`src/rtl/wb_pkg.sv`:
```
// ---------------------------------------------------------------------------
// wb_pkg
// Shared types for the Wishbone classic master: the access-size encoding seen
// on the request port, the master's FSM states, and a helper that decides
// whether a request may go out on the bus at all.
// ---------------------------------------------------------------------------
package wb_pkg;

    // Access size as encoded on req_size_i; 2'd3 has no member and is rejected.
    typedef enum logic [1:0] {
        BYTE = 2'd0,
        HALF = 2'd1,
        WORD = 2'd2
    } size_e;

    typedef enum logic [1:0] {
        IDLE = 2'd0,
        BUS  = 2'd1,
        RESP = 2'd2
    } state_e;

    // A request is legal when its size is known and its address is naturally
    // aligned for that size; anything else is answered with an error and
    // never reaches the bus.
    function automatic logic request_ok(input logic [1:0] size, input logic [1:0] addr_lo);
        logic ok;
        case (size)
            2'd0:    ok = 1'b1;
            2'd1:    ok = ~addr_lo[0];
            2'd2:    ok = (addr_lo == 2'b00);
            default: ok = 1'b0;
        endcase
        return ok;
    endfunction

endpackage

```
`src/rtl/wb_lane_align.sv`:
```
// ---------------------------------------------------------------------------
// wb_lane_align
// Purely combinational byte-lane steering for a 32-bit little-endian bus.
// Outgoing: produces the byte selects and replicates store data onto every
// lane so the responder finds it on whichever lane is selected.
// Incoming: picks the addressed byte/half out of the bus word and sign- or
// zero-extends it to 32 bits.
//
// Ports
//   addr_lo     in   2  low address bits (byte offset within the word)
//   size        in   2  access size (BYTE/HALF/WORD; other values give zeros)
//   zero_ext    in   1  1 = zero-extend loads, 0 = sign-extend
//   store_data  in  32  right-justified store data
//   bus_rdata   in  32  word returned by the responder
//   sel         out  4  byte lane selects
//   bus_wdata   out 32  lane-replicated store data
//   load_data   out 32  extracted and extended load data
// ---------------------------------------------------------------------------
module wb_lane_align
    import wb_pkg::*;
(
    input  logic [1:0]  addr_lo,
    input  size_e       size,
    input  logic        zero_ext,
    input  logic [31:0] store_data,
    input  logic [31:0] bus_rdata,
    output logic [3:0]  sel,
    output logic [31:0] bus_wdata,
    output logic [31:0] load_data
);

    logic [7:0]  byte_val;
    logic [15:0] half_val;

    always_comb begin
        sel       = 4'b0000;
        bus_wdata = 32'h0000_0000;
        load_data = 32'h0000_0000;
        byte_val  = 8'h00;
        half_val  = 16'h0000;
        case (size)
            BYTE: begin
                sel       = 4'b0001 << addr_lo;
                bus_wdata = {4{store_data[7:0]}};
                byte_val  = bus_rdata[{addr_lo, 3'b000} +: 8];
                load_data = zero_ext ? {24'h0, byte_val} : {{24{byte_val[7]}}, byte_val};
            end
            HALF: begin
                // addr_lo[0] is always 0 here; misaligned halves never reach the bus.
                sel       = 4'b0011 << addr_lo;
                bus_wdata = {2{store_data[15:0]}};
                half_val  = addr_lo[1] ? bus_rdata[31:16] : bus_rdata[15:0];
                load_data = zero_ext ? {16'h0, half_val} : {{16{half_val[15]}}, half_val};
            end
            WORD: begin
                sel       = 4'b1111;
                bus_wdata = store_data;
                load_data = bus_rdata;
            end
            default: begin
                sel       = 4'b0000;
                bus_wdata = 32'h0000_0000;
                load_data = 32'h0000_0000;
            end
        endcase
    end

endmodule

```
`src/rtl/wb_master.sv`:
```
// ---------------------------------------------------------------------------
// wb_master
// Converts single load/store requests from a core into Wishbone classic
// cycles. One request is in flight at a time: IDLE accepts, BUS holds the
// cycle until ack/err/timeout, RESP emits a one-cycle response strobe.
// Misaligned or bad-size requests skip the bus and go straight to RESP with
// an error.
//
// Parameters
//   ADDR_WIDTH      byte address width on request and bus ports
//   TIMEOUT_CYCLES  BUS cycles to wait for ack/err before giving up (0 = never)
//
// Ports
//   wb_clk_i, wb_rst_i         clock, synchronous active-high reset
//   req_valid_i / req_ready_o  request handshake (ready only in IDLE)
//   req_we_i, req_addr_i, req_size_i, req_unsigned_i, req_wdata_i
//                              request fields
//   rsp_valid_o, rsp_rdata_o, rsp_err_o
//                              one-cycle response (rdata 0 for stores/errors)
//   wb_cyc_o, wb_stb_o, wb_we_o, wb_adr_o, wb_sel_o, wb_dat_o
//                              Wishbone master outputs (registered)
//   wb_dat_i, wb_ack_i, wb_err_i
//                              Wishbone responder inputs
// ---------------------------------------------------------------------------
module wb_master
    import wb_pkg::*;
#(
    parameter int unsigned ADDR_WIDTH     = 32,
    parameter int unsigned TIMEOUT_CYCLES = 255
) (
    input  logic                  wb_clk_i,
    input  logic                  wb_rst_i,
    input  logic                  req_valid_i,
    output logic                  req_ready_o,
    input  logic                  req_we_i,
    input  logic [ADDR_WIDTH-1:0] req_addr_i,
    input  logic [1:0]            req_size_i,
    input  logic                  req_unsigned_i,
    input  logic [31:0]           req_wdata_i,
    output logic                  rsp_valid_o,
    output logic [31:0]           rsp_rdata_o,
    output logic                  rsp_err_o,
    output logic                  wb_cyc_o,
    output logic                  wb_stb_o,
    output logic                  wb_we_o,
    output logic [ADDR_WIDTH-1:0] wb_adr_o,
    output logic [3:0]            wb_sel_o,
    output logic [31:0]           wb_dat_o,
    input  logic [31:0]           wb_dat_i,
    input  logic                  wb_ack_i,
    input  logic                  wb_err_i
);

    localparam int unsigned TW = (TIMEOUT_CYCLES > 1) ? $clog2(TIMEOUT_CYCLES + 1) : 1;

    state_e          state;
    state_e          state_next;

    logic            saved_we;
    logic            saved_unsigned;
    size_e           saved_size;
    logic [1:0]      saved_addr_lo;
    logic [TW-1:0]   tmo_count;

    logic            accept_ok;
    logic            timeout_hit;
    logic            bus_end;

    logic [1:0]      lane_addr;
    size_e           lane_size;
    logic [3:0]      lane_sel;
    logic [31:0]     lane_wdata;
    logic [31:0]     lane_load;

    // Ready is forced low during reset so nothing is accepted on a reset edge.
    assign req_ready_o = (state == IDLE) && !wb_rst_i;
    assign rsp_valid_o = (state == RESP);

    assign accept_ok   = request_ok(req_size_i, req_addr_i[1:0]);
    assign timeout_hit = (TIMEOUT_CYCLES != 0) && (32'(tmo_count) == TIMEOUT_CYCLES - 1);
    assign bus_end     = wb_ack_i || wb_err_i || timeout_hit;

    // The single lane aligner serves both directions: in IDLE it looks at the
    // incoming request to build sel/dat, afterwards at the saved request to
    // extract load data from the bus word.
    assign lane_addr = (state == IDLE) ? req_addr_i[1:0] : saved_addr_lo;
    assign lane_size = (state == IDLE) ? size_e'(req_size_i) : saved_size;

    wb_lane_align u_lane_align (
        .addr_lo    (lane_addr),
        .size       (lane_size),
        .zero_ext   (saved_unsigned),
        .store_data (req_wdata_i),
        .bus_rdata  (wb_dat_i),
        .sel        (lane_sel),
        .bus_wdata  (lane_wdata),
        .load_data  (lane_load)
    );

    always_ff @(posedge wb_clk_i) begin
        if (wb_rst_i) begin
            state <= IDLE;
        end else begin
            state <= state_next;
        end
    end

    always_comb begin
        state_next = state;
        case (state)
            IDLE: if (req_valid_i) state_next = accept_ok ? BUS : RESP;
            BUS:  if (bus_end)     state_next = RESP;
            RESP: state_next = IDLE;
            default: state_next = IDLE;
        endcase
    end

    // Bus outputs are loaded on acceptance and held untouched through BUS;
    // the terminating edge clears them and captures the response.
    always_ff @(posedge wb_clk_i) begin
        if (wb_rst_i) begin
            wb_cyc_o       <= 1'b0;
            wb_stb_o       <= 1'b0;
            wb_we_o        <= 1'b0;
            wb_adr_o       <= '0;
            wb_sel_o       <= 4'b0000;
            wb_dat_o       <= 32'h0000_0000;
            rsp_rdata_o    <= 32'h0000_0000;
            rsp_err_o      <= 1'b0;
            saved_we       <= 1'b0;
            saved_unsigned <= 1'b0;
            saved_size     <= BYTE;
            saved_addr_lo  <= 2'b00;
            tmo_count      <= '0;
        end else begin
            case (state)
                IDLE: begin
                    rsp_rdata_o <= 32'h0000_0000;
                    rsp_err_o   <= 1'b0;
                    if (req_valid_i) begin
                        saved_we       <= req_we_i;
                        saved_unsigned <= req_unsigned_i;
                        saved_size     <= size_e'(req_size_i);
                        saved_addr_lo  <= req_addr_i[1:0];
                        tmo_count      <= '0;
                        if (accept_ok) begin
                            wb_cyc_o <= 1'b1;
                            wb_stb_o <= 1'b1;
                            wb_we_o  <= req_we_i;
                            wb_adr_o <= {req_addr_i[ADDR_WIDTH-1:2], 2'b00};
                            wb_sel_o <= lane_sel;
                            wb_dat_o <= lane_wdata;
                        end else begin
                            rsp_err_o <= 1'b1;
                        end
                    end
                end
                BUS: begin
                    if (bus_end) begin
                        wb_cyc_o <= 1'b0;
                        wb_stb_o <= 1'b0;
                        wb_we_o  <= 1'b0;
                        wb_adr_o <= '0;
                        wb_sel_o <= 4'b0000;
                        wb_dat_o <= 32'h0000_0000;
                        // err wins over ack; no ack and no err means timeout.
                        rsp_err_o   <= wb_err_i || !wb_ack_i;
                        rsp_rdata_o <= (wb_ack_i && !wb_err_i && !saved_we) ? lane_load : 32'h0000_0000;
                    end else begin
                        tmo_count <= tmo_count + TW'(1);
                    end
                end
                RESP: begin
                    rsp_rdata_o <= 32'h0000_0000;
                    rsp_err_o   <= 1'b0;
                end
                default: begin
                    rsp_rdata_o <= 32'h0000_0000;
                    rsp_err_o   <= 1'b0;
                end
            endcase
        end
    end

endmodule

```
`config.mk`:
```
export PLATFORM = sky130hd
export DESIGN_NAME = wb_master
export DESIGN_NICKNAME = d
export VERILOG_FILES = /design/src/rtl/wb_pkg.sv /design/src/rtl/wb_lane_align.sv /design/src/rtl/wb_master.sv
export SDC_FILE = /design/constraint.sdc
export NUM_CORES = 1
export LEC_CHECK = 0
export ABC_AREA = 1
export CAP_MARGIN = 20
export CORE_MARGIN = 3
export CORE_UTILIZATION = 35
export DETAILED_ROUTE_END_ITERATION = 16
export MAX_ROUTING_LAYER = met4
export PLACE_DENSITY = 0.71
export RECOVER_POWER = 100
export SYNTH_ARGS = -nofsm -noshare
export SYNTH_HDL_FRONTEND = slang
export SYNTH_SLANG_ARGS = --single-unit
```
`constraint.sdc`:
```
create_clock -name wb_clk_i -period 3.4 [get_ports wb_clk_i]
set_input_delay 0.34 -clock wb_clk_i [delete_from_list [all_inputs] [get_ports wb_clk_i]]
set_output_delay 0.34 -clock wb_clk_i [all_outputs]
set_load 0.05 [all_outputs]
```
* Word level (Yosys, flattened, before mapping)
Cells that the tools add are included.
** Cells by class
- Bitwise logic cells :: 2
- Reductions and logical operators :: 20
- Mux-type cells :: 39
- Shift-type cells :: 3
- Eq/ne operators :: 11
- $add $sub $neg :: 1
** Operators with widths (number)
- $mux W32 :: 8
- $pmux W32 S3 :: 2
- $pmux W32 S2 :: 2
- $shiftx A32 B6 Y8 :: 1
- $mux W16 :: 1
- $mux W8 :: 2
- $pmux W8 S2 :: 1
- $mux W4 :: 3
- $pmux W4 S3 :: 1
- $mux W2 :: 5
- $add A8 B1 Y8 const B :: 1
- $eq A8 B8 Y1 const B :: 1
- $logic_not A2 Y1 :: 4
- $mux W1 :: 8
- $ne A2 B2 Y1 const B :: 4
- $pmux W4 S2 :: 1
- $eq A2 B1 Y1 const B :: 3
- $eq A2 B2 Y1 const B :: 3
- $pmux W1 S2 :: 3
- $logic_not A1 Y1 :: 4
- $pmux W2 S2 :: 1
- $reduce_and A2 Y1 :: 2
- $reduce_and A4 Y1 :: 1
- $shl A1 B2 Y4 const A :: 1
- 8 further kinds :: 13
** Word-level totals
- Word-level logic and storage cells :: 89
- Register bits after elaboration :: 119
- Input bits :: 105
- Output and inout bits :: 106

* Depth between registers and ports, before layout
- Word-level depth :: 7
- Gate-level depth with buffers :: 13

* Modules after synthesis
A second synthesis with hierarchy kept.
** Unflattened totals
- Cells, all modules :: 937
- Area, all modules :: 6049.6 um^2
** By module, submodules not included
- wb_master :: instances 1, area an instance 4566.9 um^2, cells an instance 592, sequential area each 2342.2 um^2
- wb_lane_align :: instances 1, area an instance 1482.7 um^2, cells an instance 345, sequential area each 0.0 um^2

* Least setup slack after synthesis
No wires, ideal clock.
- Path kind :: input port to output port
- From :: input port wb_rst_i
- To :: output port req_ready_o
- Setup slack :: 1.709 ns
- Arrival time :: 1.351 ns
- Cell stages on the path :: 3
- Cells stage by stage :: clkbuf_1 clkbuf_1 nor2_1
** Between the ends
- Longest elaborated chain between the ends :: 2
** RTL lines
- start: declaration :: line wb_master.sv:32 : input logic wb_rst_i,
- $logic_not A1 Y1 :: line wb_master.sv:76 : assign req_ready_o = (state == IDLE) && !wb_rst_i;
- $logic_and A1 B1 Y1 :: line wb_master.sv:76
- end: declaration :: line wb_master.sv:34 : output logic req_ready_o,
No other way between the ends.

* Final worst setup path
- From :: register state[0]
- To :: register wb_dat_o[23]
** Between the ends
- Longest elaborated chain between the ends :: 7
** RTL lines
- start: declaration :: line wb_master.sv:56 : state_e state;
- start signal: assignment :: line wb_master.sv:104 : state <= state_next;
- $logic_not A2 Y1 :: line wb_master.sv:87, wb_master.sv:136
- $mux W2 :: line wb_master.sv:87 : assign lane_size = (state == IDLE) ? size_e'(req_size_i) : saved_size;
- $eq A2 B2 Y1 (tied with other cells) :: line wb_lane_align.sv:41 : case (size)
- $pmux W32 S3 :: line wb_lane_align.sv:41
- $mux W32 :: line wb_master.sv:146 : if (accept_ok) begin
- $mux W32 :: line wb_master.sv:140 : if (req_valid_i) begin
- $pmux W32 S2 :: line wb_master.sv:136 : case (state)
- end signal: assignment :: line wb_master.sv:152 : wb_dat_o <= lane_wdata;
- end: declaration :: line wb_master.sv:48 : output logic [31:0] wb_dat_o,
Parallel ways exist; a longest one is shown, timed or not. The select of a mux whose other input is x is not followed.
A chain may end at the register's enable or synchronous reset.

==> impl_metrics.prom <==
# TYPE chip_impl_metric gauge
chip_impl_info{name="worstSetupEndpointType",value="register"} 1
chip_impl_info{name="rsz0062_at_grt",value="no"} 1
chip_impl_metric{name="synthCells",unit=""} 889
chip_impl_metric{name="rows",unit=""} 46
chip_impl_metric{name="worst_path_required",unit="ns"} 3.67
chip_impl_metric{name="post_cts_hold_buffer_count",unit=""} 0
chip_impl_info{name="clock_tree_from_tritoncts",value="built"} 1
chip_impl_metric{name="worst_slew_pin_slew",unit="ns"} 1.514
chip_impl_metric{name="overflow",unit=""} 0
chip_impl_metric{name="worst_slack",unit="ns"} 0.6745
chip_impl_info{name="holdPathEnd",value="tmo_count[0]"} 1
chip_impl_metric{name="worst_setup_hold_path_clk_slew",unit="ns"} 0.06
chip_impl_metric{name="detailroute.via_count",unit=""} 6394
chip_impl_metric{name="detail_route.iter0.violations",unit=""} 407
chip_impl_metric{name="clock-skew-final",unit="ns"} 0.009331
chip_impl_metric{name="hold-path-cell-count",unit=""} 4
chip_impl_metric{name="cts_buffer_depth",unit=""} 2
chip_impl_metric{name="initial_drt_pass_iterations",unit=""} 5
chip_impl_metric{name="r2r_cells",unit=""} 7
chip_impl_metric{name="design.final.nets",unit=""} 1173
chip_impl_metric{name="drt_drc_violations_left",unit=""} 0
chip_impl_metric{name="leakagePower",unit="µW"} 0.003701
chip_impl_metric{name="timing.final.max_slew_violations",unit=""} 70
chip_impl_info{name="hold_path.startpoint",value="wb_rst_i"} 1
chip_impl_info{name="hold_path.class",value="in2reg"} 1
chip_impl_metric{name="synthesis.area",unit="µm²"} 5842
chip_impl_metric{name="die-height",unit="µm"} 135.2
chip_impl_metric{name="worst-r2r-setup-slack",unit="ns"} 0.67
chip_impl_metric{name="antenna_cells",unit=""} 0
chip_impl_metric{name="synth_seq_area_share",unit=""} 0.4009
chip_impl_metric{name="timing.max_slew.rel_slack",unit=""} -0.009485
chip_impl_metric{name="areaGrowthSynthToFinish",unit="%"} 46.56
chip_impl_metric{name="clock_sinks",unit=""} 117
chip_impl_metric{name="setup_viol",unit=""} 0
chip_impl_metric{name="routed_wirelength",unit="µm"} 19640
chip_impl_metric{name="die_width",unit="µm"} 135.2
chip_impl_metric{name="final_critical_path_time_including_i_o_delays_and_setup",unit="ns"} 2.725
chip_impl_metric{name="grt_pass1_vias",unit=""} 5886
chip_impl_metric{name="cts_setup_buffers",unit=""} 0
chip_impl_info{name="critical_path.startpoint_type",value="register"} 1
chip_impl_metric{name="min_period_over_period",unit=""} 0.8016
chip_impl_metric{name="h-tree-depth",unit=""} 4
chip_impl_metric{name="dp_slack",unit="ns"} 0.8895
chip_impl_metric{name="grt_start_max_net_pins",unit=""} 78
chip_impl_metric{name="io_pins",unit=""} 211
chip_impl_metric{name="yosys_register_bits",unit=""} 117
chip_impl_metric{name="grt_pass1_wl",unit="µm"} 30840
chip_impl_metric{name="hold_violation_total_from_the_final_report",unit=""} 0
chip_impl_metric{name="syn_avg_cell_area",unit="µm²"} 6.571
chip_impl_metric{name="viasPerCell",unit=""} 4.941
chip_impl_metric{name="fin_tns_setup",unit="ns"} 0
chip_impl_metric{name="powerDensity",unit="nW/µm²"} 487.4
chip_impl_metric{name="cts_buffers",unit=""} 17
chip_impl_metric{name="core_area",unit="µm²"} 16120
chip_impl_metric{name="clk-insertion-delay-late",unit="ns"} 0.42
chip_impl_metric{name="initial_utilization",unit=""} 0.3625
chip_impl_info{name="status",value="finished, violations left"} 1
chip_impl_info{name="worstReg2RegStart",value="state[0]"} 1
chip_impl_metric{name="max_cap_viol_count",unit=""} 1
chip_impl_metric{name="cp_data_arrival_time",unit="ns"} 2.99
chip_impl_metric{name="grt_antenna_before_repair",unit=""} 0
chip_impl_info{name="r2r-end",value="wb_dat_o[23]"} 1
chip_impl_metric{name="place.port_buffers",unit=""} 208
chip_impl_metric{name="timing.fmax",unit="MHz"} 366.9
chip_impl_metric{name="cts_repair_resize_count",unit=""} 0
chip_impl_metric{name="grt_usage",unit=""} 0.2189
chip_impl_metric{name="dieArea",unit="µm²"} 18280
chip_impl_info{name="violations_in_the_final_reports",value="capacitance limit, slew limit"} 1
chip_impl_info{name="cts.root.buffer_cell",value="sky130_fd_sc_hd__clkbuf_16"} 1
chip_impl_metric{name="path_max_fanout",unit=""} 69
chip_impl_metric{name="drt.antenna.violating_nets",unit=""} 0
chip_impl_info{name="setup_crit_path_kind",value="reg2reg"} 1
chip_impl_metric{name="post_route_cells_drive_above_1_share",unit=""} 0.06865
chip_impl_metric{name="vdd_ir_drop_max",unit="mV"} 0.3340
chip_impl_metric{name="place_hpwl",unit="µm"} 13260
chip_impl_metric{name="finish.utilization",unit=""} 0.5313
chip_impl_metric{name="synth_cell_type_count",unit=""} 32
chip_impl_metric{name="ys.warnings.count",unit=""} 0
chip_impl_metric{name="gp_congestion",unit=""} 0.8688
chip_impl_metric{name="drt-wirelength-per-cell",unit="µm"} 15.18
chip_impl_metric{name="total_power",unit="µW"} 4173
-- layer usage --
metal,vias to the layer above,part of all wire,global-route usage
li1,3218,-,-
met5,-,0,-
met2,217,0.46,0.3346
met1,2923,0.43,0.2709
met4,0,0.021,0.08567
met3,36,0.089,0.06835
-- cells by family after synthesis --
| logic type | Yosys count | synth area share |
|---|---|---|
| other | 1 | 0.0006419 |
| xor gates and xnor gates | 5 | 0.007496 |
| adders and majority gates | 2 | 0.004283 |
| buffers and inverters | 120 | 0.08996 |
| and+or+nand+nor | 467 | 0.3348 |
| DFF | 117 | 0.4009 |
| AOI/OAI and AO/OA | 177 | 0.1619 |
-- worst max path at each step --
stage	from	endpoint	cells after the start
after floorplan	wb_rst_i	req_ready_o	3
after global placement	req_size_i[0]	wb_dat_o[31]	10
after detailed placement	req_size_i[0]	rsp_rdata_o[11]	12
after CTS	state[0]	rsp_rdata_o[19]	11
after global routing	state[0]	wb_dat_o[31]	7
final	state[0]	wb_dat_o[23]	7
-- area by class of cell --
cell class                 count  area, µm²
clock buffer                  19      442.9
tap                          216      270.3
fill                        1627       7553
timing repair buffer         217       2171
sequential                   117       2342
inverter                      60      225.2
multi-input combinational    653       2978
clock inverter                12      132.6
-- placed cells by master (no fill, tap or decap), types with 2 or more instances in the layout --
cell / netlist / routed
sky130_fd_sc_hd__nand4_1: 2 / 2
sky130_fd_sc_hd__clkbuf_1: 30 / 2
sky130_fd_sc_hd__clkbuf_16: 0 / 17
sky130_fd_sc_hd__clkdlybuf4s50_1: 0 / 103
sky130_fd_sc_hd__inv_2: 7 / 7
sky130_fd_sc_hd__clkinv_2: 0 / 2
sky130_fd_sc_hd__conb_1: 1 / 2
sky130_fd_sc_hd__bufinv_16: 0 / 2
sky130_fd_sc_hd__o21ai_0: 42 / 42
sky130_fd_sc_hd__or2_2: 8 / 8
sky130_fd_sc_hd__clkinvlp_4: 0 / 6
sky130_fd_sc_hd__nand2_1: 309 / 308
sky130_fd_sc_hd__a21oi_1: 115 / 115
sky130_fd_sc_hd__buf_4: 8 / 5
sky130_fd_sc_hd__nand3_1: 87 / 87
sky130_fd_sc_hd__dfxtp_1: 117 / 117
sky130_fd_sc_hd__nor2_1: 41 / 42
sky130_fd_sc_hd__ha_1: 2 / 2
sky130_fd_sc_hd__xor2_1: 4 / 4
sky130_fd_sc_hd__nand2_2: 13 / 14
sky130_fd_sc_hd__dlygate4sd3_1: 0 / 104
sky130_fd_sc_hd__clkinv_4: 0 / 2
sky130_fd_sc_hd__a22o_1: 8 / 8
sky130_fd_sc_hd__o211ai_1: 8 / 8
sky130_fd_sc_hd__inv_1: 53 / 53
-- critical path, cell delays in order (launching register included) --
cell and delay [ns]:
sky130_fd_sc_hd__dfxtp_1 0.34, sky130_fd_sc_hd__nor2_1 0.51, sky130_fd_sc_hd__nand2_1 0.15, sky130_fd_sc_hd__inv_1 0.18, sky130_fd_sc_hd__nand2_2 0.09, sky130_fd_sc_hd__clkbuf_2 0.81, sky130_fd_sc_hd__nand3_1 0.35, sky130_fd_sc_hd__a21oi_1 0.10
-- synthesized netlist by cell type --
| master | instances | area share |
|---|---|---|
| sky130_fd_sc_hd__nand2_1 | 309 | 0.20 |
| sky130_fd_sc_hd__a22o_1 | 8 | 0.012 |
| sky130_fd_sc_hd__xor2_1 | 4 | 0.0060 |
| sky130_fd_sc_hd__o21ai_1 | 1 | 0.00086 |
| sky130_fd_sc_hd__o21ai_2 | 1 | 0.0015 |
| sky130_fd_sc_hd__a211oi_1 | 1 | 0.0013 |
| sky130_fd_sc_hd__nor2_4 | 2 | 0.0039 |
| sky130_fd_sc_hd__nand2_4 | 1 | 0.0019 |
| sky130_fd_sc_hd__nor3_1 | 1 | 0.00086 |
| sky130_fd_sc_hd__inv_2 | 7 | 0.0045 |
| sky130_fd_sc_hd__o211ai_1 | 8 | 0.010 |
| sky130_fd_sc_hd__clkbuf_1 | 30 | 0.019 |
| sky130_fd_sc_hd__inv_1 | 53 | 0.034 |
| sky130_fd_sc_hd__nand3b_1 | 1 | 0.0013 |
| sky130_fd_sc_hd__conb_1 | 1 | 0.00064 |
| sky130_fd_sc_hd__xnor2_1 | 1 | 0.0015 |
| sky130_fd_sc_hd__nand3_2 | 1 | 0.0017 |
| sky130_fd_sc_hd__buf_2 | 18 | 0.015 |
| sky130_fd_sc_hd__buf_4 | 8 | 0.010 |
| sky130_fd_sc_hd__a21oi_1 | 115 | 0.099 |
| sky130_fd_sc_hd__buf_6 | 3 | 0.0058 |
| sky130_fd_sc_hd__dfxtp_1 | 117 | 0.40 |
| sky130_fd_sc_hd__nand2_2 | 13 | 0.014 |
| sky130_fd_sc_hd__nand4_1 | 2 | 0.0021 |
| sky130_fd_sc_hd__nor2_2 | 1 | 0.0011 |
| sky130_fd_sc_hd__nor2_1 | 41 | 0.026 |
| sky130_fd_sc_hd__or2_2 | 8 | 0.0086 |
| sky130_fd_sc_hd__nand3_1 | 87 | 0.075 |
| sky130_fd_sc_hd__a221oi_1 | 1 | 0.0015 |
| sky130_fd_sc_hd__buf_1 | 1 | 0.00064 |
| sky130_fd_sc_hd__o21ai_0 | 42 | 0.036 |
| sky130_fd_sc_hd__ha_1 | 2 | 0.0043 |
-- where the power goes --
part	total [µW]	switching (µW)	internal, µW
clock	1760	668	1090
combinational	962	627	335
sequential	1450	26.5	1430
total	4170	1320	2850
-- registers in the layout (all words and copies together) (netlist names) --
signal,flops
wb_stb_o,1
rsp_err_o,1
saved_addr_lo,2
saved_size,2
rsp_rdata_o,32
state,2
saved_unsigned,1
wb_dat_o,32
tmo_count,8
wb_adr_o,30
wb_we_o,1
saved_we,1
wb_sel_o,4
-- per-stage QoR --
stage	cells	area, µm²	hold slack [ns]
global placement	1262	7973	0.4432
CTS	1293	8548	0.3523
global route	1294	8562	0.4326
floorplan	890	5846	0.4297
finish	1294	8562	0.3689
detailed placement	1262	7973	0.4556
Note: power is estimated with default switching activity, not from simulation.
